**src/rtl/ramfile_ctrl_pkg.sv**
```systemverilog
// Shared RAMFILE definitions: controller state encodings and default init constants.
package ramfile_ctrl_pkg;

   localparam logic [1:0] ST_INIT    = 2'd0;
   localparam logic [1:0] ST_IDLE    = 2'd1;
   localparam logic [1:0] ST_RD_WAIT = 2'd2;

   localparam int unsigned RF_ADDR_WIDTH   = 10;
   localparam int unsigned RF_DATA_WIDTH   = 36;
   localparam int unsigned RF_PRESET_ADDR  = 15;
   localparam logic [35:0] RF_INIT_VALUE   = 36'o000000_000000;
   localparam logic [35:0] RF_PRESET_VALUE = 36'o777577_030303;

endpackage

```
**src/rtl/ramfile_ctrl_if.sv**
```systemverilog
// Client request/response bus of the RAMFILE controller.
interface ramfile_ctrl_if
   import ramfile_ctrl_pkg::*;
#(
   parameter int ADDR_WIDTH = RF_ADDR_WIDTH,
   parameter int DATA_WIDTH = RF_DATA_WIDTH
);
   logic                  req;
   logic                  req_wr;
   logic [ADDR_WIDTH-1:0] req_addr;
   logic [DATA_WIDTH-1:0] req_data;
   logic                  ack;
   logic [DATA_WIDTH-1:0] rsp_data;

   modport master (output req, req_wr, req_addr, req_data, input  ack, rsp_data);
   modport slave  (input  req, req_wr, req_addr, req_data, output ack, rsp_data);
endinterface

```
**src/rtl/ramfile_ctrl.sv**
```systemverilog
// KS10 RAMFILE host controller: power-up init sweep, then single-word req/ack
// reads and writes against an external registered-address RAM.
module ramfile_ctrl
   import ramfile_ctrl_pkg::*;
#(
   parameter int                    ADDR_WIDTH   = RF_ADDR_WIDTH,
   parameter int                    DATA_WIDTH   = RF_DATA_WIDTH,
   parameter logic [DATA_WIDTH-1:0] INIT_VALUE   = RF_INIT_VALUE,
   parameter int                    PRESET_ADDR  = RF_PRESET_ADDR,
   parameter logic [DATA_WIDTH-1:0] PRESET_VALUE = RF_PRESET_VALUE
) (
   input  logic                  clk,
   input  logic                  rst,
   input  logic                  i_clken,
   ramfile_ctrl_if.slave         bus,
   output logic                  o_init_done,
   output logic                  o_ram_clken,
   output logic                  o_ram_wr,
   output logic [ADDR_WIDTH-1:0] o_ram_addr,
   output logic [DATA_WIDTH-1:0] o_ram_din,
   input  logic [DATA_WIDTH-1:0] i_ram_dout
);

   localparam logic [ADDR_WIDTH:0] LAST_CNT   = {1'b0, {ADDR_WIDTH{1'b1}}};
   localparam logic [ADDR_WIDTH:0] PRESET_CNT = PRESET_ADDR[ADDR_WIDTH:0];

   logic [1:0]            r_state;
   logic [ADDR_WIDTH:0]   r_cnt;
   logic                  r_ack;
   logic [DATA_WIDTH-1:0] r_rsp_data;
   logic                  r_init_done;
   logic                  w_accept;

   // The edge that raises ack must not take the same still-held request again.
   assign w_accept = bus.req & ~r_ack;

   always_ff @(posedge clk or posedge rst) begin
      if (rst) begin
         r_state     <= ST_INIT;
         r_cnt       <= '0;
         r_ack       <= 1'b0;
         r_rsp_data  <= '0;
         r_init_done <= 1'b0;
      end else begin
         // ack is a single clk pulse, independent of clken
         r_ack <= 1'b0;
         if (i_clken) begin
            case (r_state)
               ST_INIT: begin
                  r_cnt <= r_cnt + 1'b1;
                  if (r_cnt == LAST_CNT) begin
                     r_init_done <= 1'b1;
                     r_state     <= ST_IDLE;
                  end
               end
               ST_IDLE: begin
                  if (w_accept) begin
                     if (bus.req_wr) r_ack   <= 1'b1;
                     else            r_state <= ST_RD_WAIT;
                  end
               end
               ST_RD_WAIT: begin
                  r_rsp_data <= i_ram_dout;
                  r_ack      <= 1'b1;
                  r_state    <= ST_IDLE;
               end
               default: r_state <= ST_IDLE;
            endcase
         end
      end
   end

   always_comb begin
      o_ram_clken = 1'b0;
      o_ram_wr    = 1'b0;
      o_ram_addr  = bus.req_addr;
      o_ram_din   = bus.req_data;
      case (r_state)
         ST_INIT: begin
            o_ram_clken = i_clken;
            o_ram_wr    = 1'b1;
            o_ram_addr  = r_cnt[ADDR_WIDTH-1:0];
            o_ram_din   = (r_cnt == PRESET_CNT) ? PRESET_VALUE : INIT_VALUE;
         end
         ST_IDLE: begin
            o_ram_clken = i_clken & w_accept;
            o_ram_wr    = w_accept & bus.req_wr;
         end
         // RD_WAIT keeps the RAM frozen so its latched read address is held
         default: ;
      endcase
   end

   assign bus.ack      = r_ack;
   assign bus.rsp_data = r_rsp_data;
   assign o_init_done  = r_init_done;

endmodule

```
**src/flat_wrapper.sv**
```systemverilog
// flat-port wrapper written by rule: the top's interface ports become plain ports
module ramfile_ctrl_flat import ramfile_ctrl_pkg::*;
#(
   parameter int                    ADDR_WIDTH   = RF_ADDR_WIDTH,
   parameter int                    DATA_WIDTH   = RF_DATA_WIDTH,
   parameter logic [DATA_WIDTH-1:0] INIT_VALUE   = RF_INIT_VALUE,
   parameter int                    PRESET_ADDR  = RF_PRESET_ADDR,
   parameter logic [DATA_WIDTH-1:0] PRESET_VALUE = RF_PRESET_VALUE
)
  (clk, rst, i_clken, o_init_done, o_ram_clken, o_ram_wr, o_ram_addr, o_ram_din, i_ram_dout, bus_req, bus_req_wr, bus_req_addr, bus_req_data, bus_ack, bus_rsp_data);
  ramfile_ctrl_if #(.ADDR_WIDTH(ADDR_WIDTH), .DATA_WIDTH(DATA_WIDTH)) bus_i ();
  input  logic clk;
  input  logic rst;
  input  logic i_clken;
  output logic o_init_done;
  output logic o_ram_clken;
  output logic o_ram_wr;
  output logic [ADDR_WIDTH-1:0] o_ram_addr;
  output logic [DATA_WIDTH-1:0] o_ram_din;
  input  logic [DATA_WIDTH-1:0] i_ram_dout;
  input wire logic [$bits(bus_i.req)-1:0] bus_req;
  input wire logic [$bits(bus_i.req_wr)-1:0] bus_req_wr;
  input wire logic [$bits(bus_i.req_addr)-1:0] bus_req_addr;
  input wire logic [$bits(bus_i.req_data)-1:0] bus_req_data;
  output wire logic [$bits(bus_i.ack)-1:0] bus_ack;
  output wire logic [$bits(bus_i.rsp_data)-1:0] bus_rsp_data;
  assign bus_i.req = bus_req;
  assign bus_i.req_wr = bus_req_wr;
  assign bus_i.req_addr = bus_req_addr;
  assign bus_i.req_data = bus_req_data;
  assign bus_ack = bus_i.ack;
  assign bus_rsp_data = bus_i.rsp_data;
  ramfile_ctrl #(.ADDR_WIDTH(ADDR_WIDTH), .DATA_WIDTH(DATA_WIDTH), .INIT_VALUE(INIT_VALUE), .PRESET_ADDR(PRESET_ADDR), .PRESET_VALUE(PRESET_VALUE)) u_core (.clk(clk), .rst(rst), .i_clken(i_clken), .bus(bus_i), .o_init_done(o_init_done), .o_ram_clken(o_ram_clken), .o_ram_wr(o_ram_wr), .o_ram_addr(o_ram_addr), .o_ram_din(o_ram_din), .i_ram_dout(i_ram_dout));
endmodule
```
**config.mk**
```make
export PLATFORM = sky130hd
export DESIGN_NAME = ramfile_ctrl_flat
export DESIGN_NICKNAME = d
export VERILOG_FILES = /design/src/rtl/ramfile_ctrl_pkg.sv /design/src/rtl/ramfile_ctrl_if.sv /design/src/rtl/ramfile_ctrl.sv /design/src/flat_wrapper.sv
export SDC_FILE = /design/constraint.sdc
export NUM_CORES = 1
export LEC_CHECK = 0
export BUFFER_PORTS_ARGS = -buffer_cell sky130_fd_sc_hd__buf_2
export CAP_MARGIN = 20
export CORE_AREA = 2 2 85 87
export DETAILED_ROUTE_END_ITERATION = 16
export DIE_AREA = 0 0 87 89
export PLACE_DENSITY = 0.76
export SLEW_MARGIN = 20
export SYNTH_ARGS = -nofsm -noshare
export SYNTH_HDL_FRONTEND = slang
export SYNTH_SLANG_ARGS = --single-unit
```
**constraint.sdc**
```tcl
create_clock -name clk -period 1.5 [get_ports clk]
set_input_delay 0.075 -clock clk [delete_from_list [all_inputs] [get_ports clk]]
set_output_delay 0.075 -clock clk [all_outputs]
set_load 0.05 [all_outputs]
```
==> results.md, run 1 <==
- Cell variety after synth: 30
- Multiplexer share of the synthesized area: 0.217
- Fraction of layout cells with a size suffix above 1: 0.734
- Peak Freq: 0.506 GHz
- Final WS setup: -0.477 ns
- Slew margin rel.: 0.740
- Area Growth Syn to Fin: 105%
- Synth async-reset ratio: 1.00
- Status: complete, but fails checks
- First-pass GRT wire length: 14.9 mm
- Register area share after synthesis: 0.503
- Drt drc: 0
- Die height: 89 microns
- Total CTS buffers: 5
- Fin nets: 548
- Port Buf Inserts: 172
- Slew Viols, Final: 0
- Tcrit/Tclk final: 1.32
- Net Count, Synth: 314
- Gate Count Post-Synth: 223
- Num rows: 30
- Clock Path Buffers: 2
- DRT antenna net count: 0
- Htree depth: 2
- Via Count: 2689
- Core area: 0.00672 sq mm
- Crit start category: flip-flop
- Ports: 173
- Avg WL per Cell: 19.6 microns
- Worst clock skew: 0.00511 ns
- Post-synth EDFFs: 0
- Adder-cell share of the synthesized area: 0.0197
- Iter 0 DRT Violations: 94
- # clock sinks: 51
- Sequential power share: 0.197
- Synth Area in XOR/XNOR: 0.0346
- Drt pass-1 iters: 4
- Sw power: 5.89 mW
- P_int: 5.64 mW
- Total wire length: 10.6 mm
- Via density: 5.00
- VDD IR max: 1.59 mV
- Syn Area/Cell: 11.4 sq um
- Worst setup path class: flip-flop to output pin
- Sw frac: 0.511
- Yosys reg bits: 51
- Max stage delay on crit path: 0.42 ns
- Leak: 2.72 nW
- Most used DFF post-synth: dfrtp_1
- CP max-delay cell: dfrtp_1
- Total power: 11.5 mW
- Largest net degree at the start of global routing: 37
- Cell Area, Synth: 0.00253 sq mm
- Post-synth top area share: 0.503
- Most common library cells after synthesis: dfrtp_1 (51), mux2_2 (47), inv_1 (28)
- Max Cap Viol: 0
- Most numerous cell in the Yosys netlist: dfrtp_1
- Worst Path Required: 1.42 ns
- Area leader, netlist: dfrtp_1
- Failing checks: negative setup slack
- Minimum clock period: 1.98 ns
- Gate power share: 0.713
- CP delay by family, top: buffers and inverters
- Yosys warns: 0
- RSZ-0062 raised after global routing: true
- Clock Tree Root: clkbuf_8
- Crit-path cells: inv_2 -> ha_4 -> inv_4 -> nor4_4 -> nand3_2 -> buf_4 -> buf_12 -> o21ai_4 -> buf_6
- Critical Path AT: 1.90 ns
- Worst-Skew Late Latency: 0.30 ns
- Post-DP HPWL: 5.55 mm
- Synth Area in Compound Gates: 0.0607
- Reg clk slew, reported paths: 0.10 ns
- Vias in the first global route: 3029
- Slew @ Worst Pin: 0.389 ns
- DIE AREA: 0.00774 sq mm
- Total track usage: 0.252
- Gpl congestion: 0.763
- Largest cells by area after synthesis: dfrtp_1 (50%), mux2_2 (21%), o21ai_0 (4.7%), inv_1 (4.1%), nor2b_1 (3.2%)
- Clk pwr share: 0.089
- Die X: 87 microns
- Crit end category: output pin
- Antenna Cells: 0
- GR Overflow Total: 0
- Critical path buffer and inverter count: 5
- Initial antenna violation count: 0
- Main combinational cell family by area after synthesis: multiplexers
- Final Hold Fails: 0
- Initial Util: 0.377
- Pwr dens: 2220 mW/mm^2
- Simple-gate share of the synthesized area: 0.103
- Pre-CTS setup slack: -0.234 ns
- Final setup violation count: 85
- Worst Hold Class: input pin to flip-flop
- CTS tree: done
- Critical path fanouts, max: 6
[through the flow]
step | instance area [sq um] | utilization | hold WS [ns] | std cells | TNS (ns)
after global routing | 5180 | 0.772 | 0.00349 | 538 | -27.18
after CTS | 5050 | 0.751 | 0.000852 | 528 | -20.83
final | 5180 | 0.772 | 0.00805 | 538 | -21.83
after floorplan | 2840 | - | 0.224 | 223 | -2.12
after detailed placement | 3970 | 0.590 | 0.0787 | 488 | -7.70
after global placement | 3970 | 0.590 | 0.0776 | 488 | -4.41
[worst reg2reg max path, stage by stage (launching register included)]
cell	delay [ns]
dfrtp_1	0.42
inv_2	0.10
ha_4	0.15
buf_4	0.19
buf_6	0.12
nand2_4	0.06
or3_4	0.37
nor2_2	0.11
xor2_1	0.18
[layout make-up]
cell class / count / area, sq um
Clock inverter: 2 / 38.8
Multi-Input combinational cell: 133 / 1540
Fill cell: 397 / 1530
Timing Repair Buffer: 238 / 2030
Tap cell: 80 / 100
Clock buffer: 6 / 82.6
Inverter: 28 / 110
Sequential cell: 51 / 1280
[path summary, 6_finish.rpt]
kind                            slack [ns]  cells past startpoint                            from                                   to
worst max-delay path                 -0.48                      9   u_core.r_state[1]$_DFFE_PP0P_                        o_ram_din[29]
worst min-delay path                 0.008                      2                  i_ram_dout[30]  u_core.bus.rsp_data[30]$_DFFE_PP0P_
worst max register to register       -0.28                      8   u_core.r_state[1]$_DFFE_PP0P_         u_core.r_cnt[10]$_DFFE_PP0P_
worst min register to register        0.51                      1  u_core.o_init_done$_DFFE_PP0P_       u_core.o_init_done$_DFFE_PP0P_
max in group asynchronous             0.69                      4                             rst   u_core.bus.rsp_data[6]$_DFFE_PP0P_
min in group asynchronous             0.29                      3                             rst          u_core.r_cnt[3]$_DFFE_PP0P_
[layout by cell type (no fill, tap or decap), drive strengths merged]
cell / count
clkbuf: 6
a31o: 1
mux2i: 2
o21ai: 24
nor3: 2
nor4: 3
and3: 1
nand2b: 1
mux2: 47
nand3: 4
or3: 1
xnor2: 3
o211ai: 1
inv: 29
bufbuf: 3
buf: 215
nor2b: 13
dfrtp: 51
xor2: 7
ha: 4
bufinv: 1
nand4: 2
dlygate4sd3: 20
nand2: 8
o21a: 1
a21oi: 1
nor2: 7
[cell families after synthesis]
| group | Yosys count |
|---|---|
| simple gates | 42 |
| xor+xnor | 10 |
| buf+inv | 39 |
| compound gates | 28 |
| mux | 49 |
| fa+ha+maj | 4 |
| flops | 51 |
[flip-flops by register name (all words and copies together) (netlist names)]
| signal | count |
|---|---|
| u_core.r_cnt | 11 |
| u_core.bus.rsp_data | 36 |
| u_core.r_state | 2 |
| u_core.o_init_done | 1 |
| u_core.bus.ack | 1 |
[what timing repair did]
item,in CTS,in global routing
hold endpoints to repair,28,6
pin swaps,14,5
cloned,8,0
setup endpoints to repair,88,94
gates resized for setup,143,19
buffers inserted,10,6
hold buffers,14,6
[power by group through the flow]
stage | Combinational [mW] | Clock (mW) | Sequential [mW]
final | 8.22 | 1.03 | 2.28
after global placement | 6.39 | 0 | 2.24
after CTS | 7.92 | 1.05 | 2.25
after floorplan | 3.18 | 0 | 4.04
after detailed placement | 6.49 | 0 | 2.27
after global routing | 8.52 | 1.10 | 2.35
[routing by layer]
metal | GRT usage | routed length [microns] | up-vias
li1 | - | - | 1209
met3 | 0.0572 | 831 | 26
met5 | 0 | 0 | -
met4 | 0.122 | 417 | 0
met2 | 0.505 | 5810 | 147
met1 | 0.240 | 3500 | 1307
(Power assumes the default switching activity.)
==> run 2: changes to the inputs <==
- BUFFER_PORTS_ARGS: -buffer_cell sky130_fd_sc_hd__buf_2 -> default
- CORE_AREA: 2 2 85 87 -> 2 2 70 72
- DIE_AREA: 0 0 87 89 -> 0 0 72 74
- DONT_BUFFER_PORTS: default -> 1
- PLACE_DENSITY: 0.76 -> 0.71
- clock period: 1.5 -> 2.2 ns (I/O delays scaled with it)
==> run 2 against run 1 <==
Net effect: the flow now finishes without violations; critical path depth fell by 1; combinational power shrank 71%; non-clock buffer count fell by 156; global-route usage down 2.9 points; via count fell by 29%; setup slack improved by 0.69 ns; flip-flop and latch count unchanged; cell area decreased by 35%; core utilization is 3.8 points lower; wire length decreased by 43%; sequential power grew 25%; clock power is 46% lower; critical path type unchanged; largest power group is now sequential cells; highest routed layer unchanged.
==> results.md, run 2 (same netlist as run 1, synthesis figures left out) <==
- Status: complete, no violations
- RSZ-0062 raised after global routing: false
- Critical path buffer and inverter count: 4
- Iter 0 DRT Violations: 90
- Clock Path Buffers: 2
- # clock sinks: 51
- Crit end category: output pin
- Drt drc: 0
- Total track usage: 0.224
- Num rows: 25
- Core area: 0.00460 sq mm
- Antenna Cells: 0
- Slew @ Worst Pin: 0.627 ns
- Slew Viols, Final: 0
- Die height: 74 microns
- Ports: 173
- Stages on worst setup path: 8
- Pwr dens: 1700 mW/mm^2
- Post-DP HPWL: 4.07 mm
- Port Buf Inserts: 0
- Peak Freq: 0.502 GHz
- Fraction of layout cells with a size suffix above 1: 0.368
- Worst Hold Class: input pin to flip-flop
- Reg2reg path depth: 5
- Drt pass-1 iters: 4
- Largest net degree at the start of global routing: 37
- Flop-to-flop setup slack: 0.43 ns
- Worst setup path class: flip-flop to output pin
- Worst-Skew Late Latency: 0.30 ns
- Clock Tree Root: clkbuf_8
- Vias in the first global route: 1932
- First-pass GRT wire length: 9.09 mm
- Die X: 72 microns
- Most frequent cells in the layout: dfrtp_1 (51), mux2_2 (47), buf_4 (42)
- Critical Path AT: 1.88 ns
- CP delay by family, top: buffers and inverters
- Total CTS buffers: 5
- Worst Path Required: 2.09 ns
- Post CTS Setup Buffer Count: 0
- Slew margin rel.: 0.581
- Crit start category: flip-flop
- Fin nets: 392
- Crit-path cells: inv_1 -> ha_2 -> inv_1 -> nor4_2 -> nand3_1 -> buf_4 -> o21ai_1 -> buf_4
- Final setup violation count: 0
- Via Count: 1914
- Final TNS setup: 0 ns
- Minimum clock period: 1.99 ns
- Critical path fanouts, max: 23
- Hold path depth: 2
- Fillers: 338
- Reg clk slew, reported paths: 0.09 ns
- CTS tree: done
- Tcrit/Tclk final: 0.905
- Largest register FFs: 36
- Leak: 1.65 nW
- Via density: 5.38
- Initial antenna violation count: 0
- Avg WL per Cell: 16.8 microns
- Max Cap Viol: 0
- Initial Util: 0.551
- Max stage delay on crit path: 0.40 ns
- Final Hold Fails: 0
- GR Overflow Total: 0
- VDD IR max: 1.04 mV
- DIE AREA: 0.00533 sq mm
- Gpl congestion: 0.709
- DRT antenna net count: 0
- Most common cell after layout, fill and taps aside: dfrtp_1
- Htree depth: 2
- Total wire length: 5.97 mm
- Worst clock skew: 0.00871 ns
- CP max-delay cell: dfrtp_1
- Area Growth Syn to Fin: 33.0%
- WHS: 0.0608 ns
-- run 2: changes by cell type in the layout (fill, tap and decap cells not counted), moves of 12 or more --
| cell | delta |
|---|---|
| nor2b_1 | +13 |
| o21ai_0 | +12 |
| nor2b_4 | -13 |
| buf_6 | -43 |
| dlygate4sd3_1 | +19 |
| buf_4 | +17 |
| o21ai_4 | -20 |
| buf_2 | -124 |
-- run 2: final cells by class --
cell class                      count  area (sq um)  share of cell area
Sequential cell                    51          1280               0.378
Multi-Input combinational cell    133          1110               0.330
Timing Repair Buffer               82           717               0.213
Inverter                           28           105              0.0312
Clock buffer                        7          86.3              0.0256
Tap cell                           54          67.6              0.0200
Clock inverter                      1          8.76             0.00260
-- run 2: path summary, 6_finish.rpt --
check                                                    from                                  to
worst max-delay path            u_core.r_state[1]$_DFFE_PP0P_                       o_ram_din[32]
worst min-delay path                                  i_clken         u_core.r_cnt[0]$_DFFE_PP0P_
min in group asynchronous                                 rst  u_core.bus.rsp_data[6]$_DFFE_PP0P_
worst min register to register    u_core.r_cnt[3]$_DFFE_PP0P_         u_core.r_cnt[3]$_DFFE_PP0P_
max in group asynchronous                                 rst         u_core.r_cnt[7]$_DFFE_PP0P_
worst max register to register       u_core.bus.ack$_DFF_PP0_            u_core.bus.ack$_DFF_PP0_
-- run 2: timing repair --
item,in CTS,in global routing
hold buffers,39,0
gates resized for setup,0,2
endpoints found under the hold margin,70,0
endpoints found under the setup margin,0,2
-- run 2: where the power goes --
group	internal [mW]	switching, mW	total, mW
Combinational	0.861	1.49	2.35
Clock	0.258	0.298	0.556
Sequential	1.31	1.52	2.84
-- run 2: per-layer routing --
| metal | global-route usage | up-vias | wire length [microns] |
|---|---|---|---|
| met1 | 0.250 | 919 | 2140 |
| met3 | 0.0772 | 11 | 514 |
| met4 | 0.0650 | 0 | 87 |
| li1 | - | 893 | - |
| met2 | 0.408 | 91 | 3230 |
| met5 | 0 | - | 0 |
-- run 2: stage by stage --
| stage | setup slack (ns) | util | instance area (sq um) | power [mW] | cells |
|---|---|---|---|---|---|
| 2_1_floorplan | 0.131 | - | 2530 | 4.61 | 223 |
| 3_3_place_gp | 0.583 | 0.626 | 2880 | 5.07 | 309 |
| 3_5_place_dp | 0.492 | 0.626 | 2880 | 5.13 | 309 |
| 4_1_cts | 0.152 | 0.731 | 3360 | 5.75 | 356 |
| 5_1_grt | 0.0339 | 0.733 | 3370 | 5.99 | 356 |
| 6_report | 0.209 | 0.733 | 3370 | 5.74 | 356 |
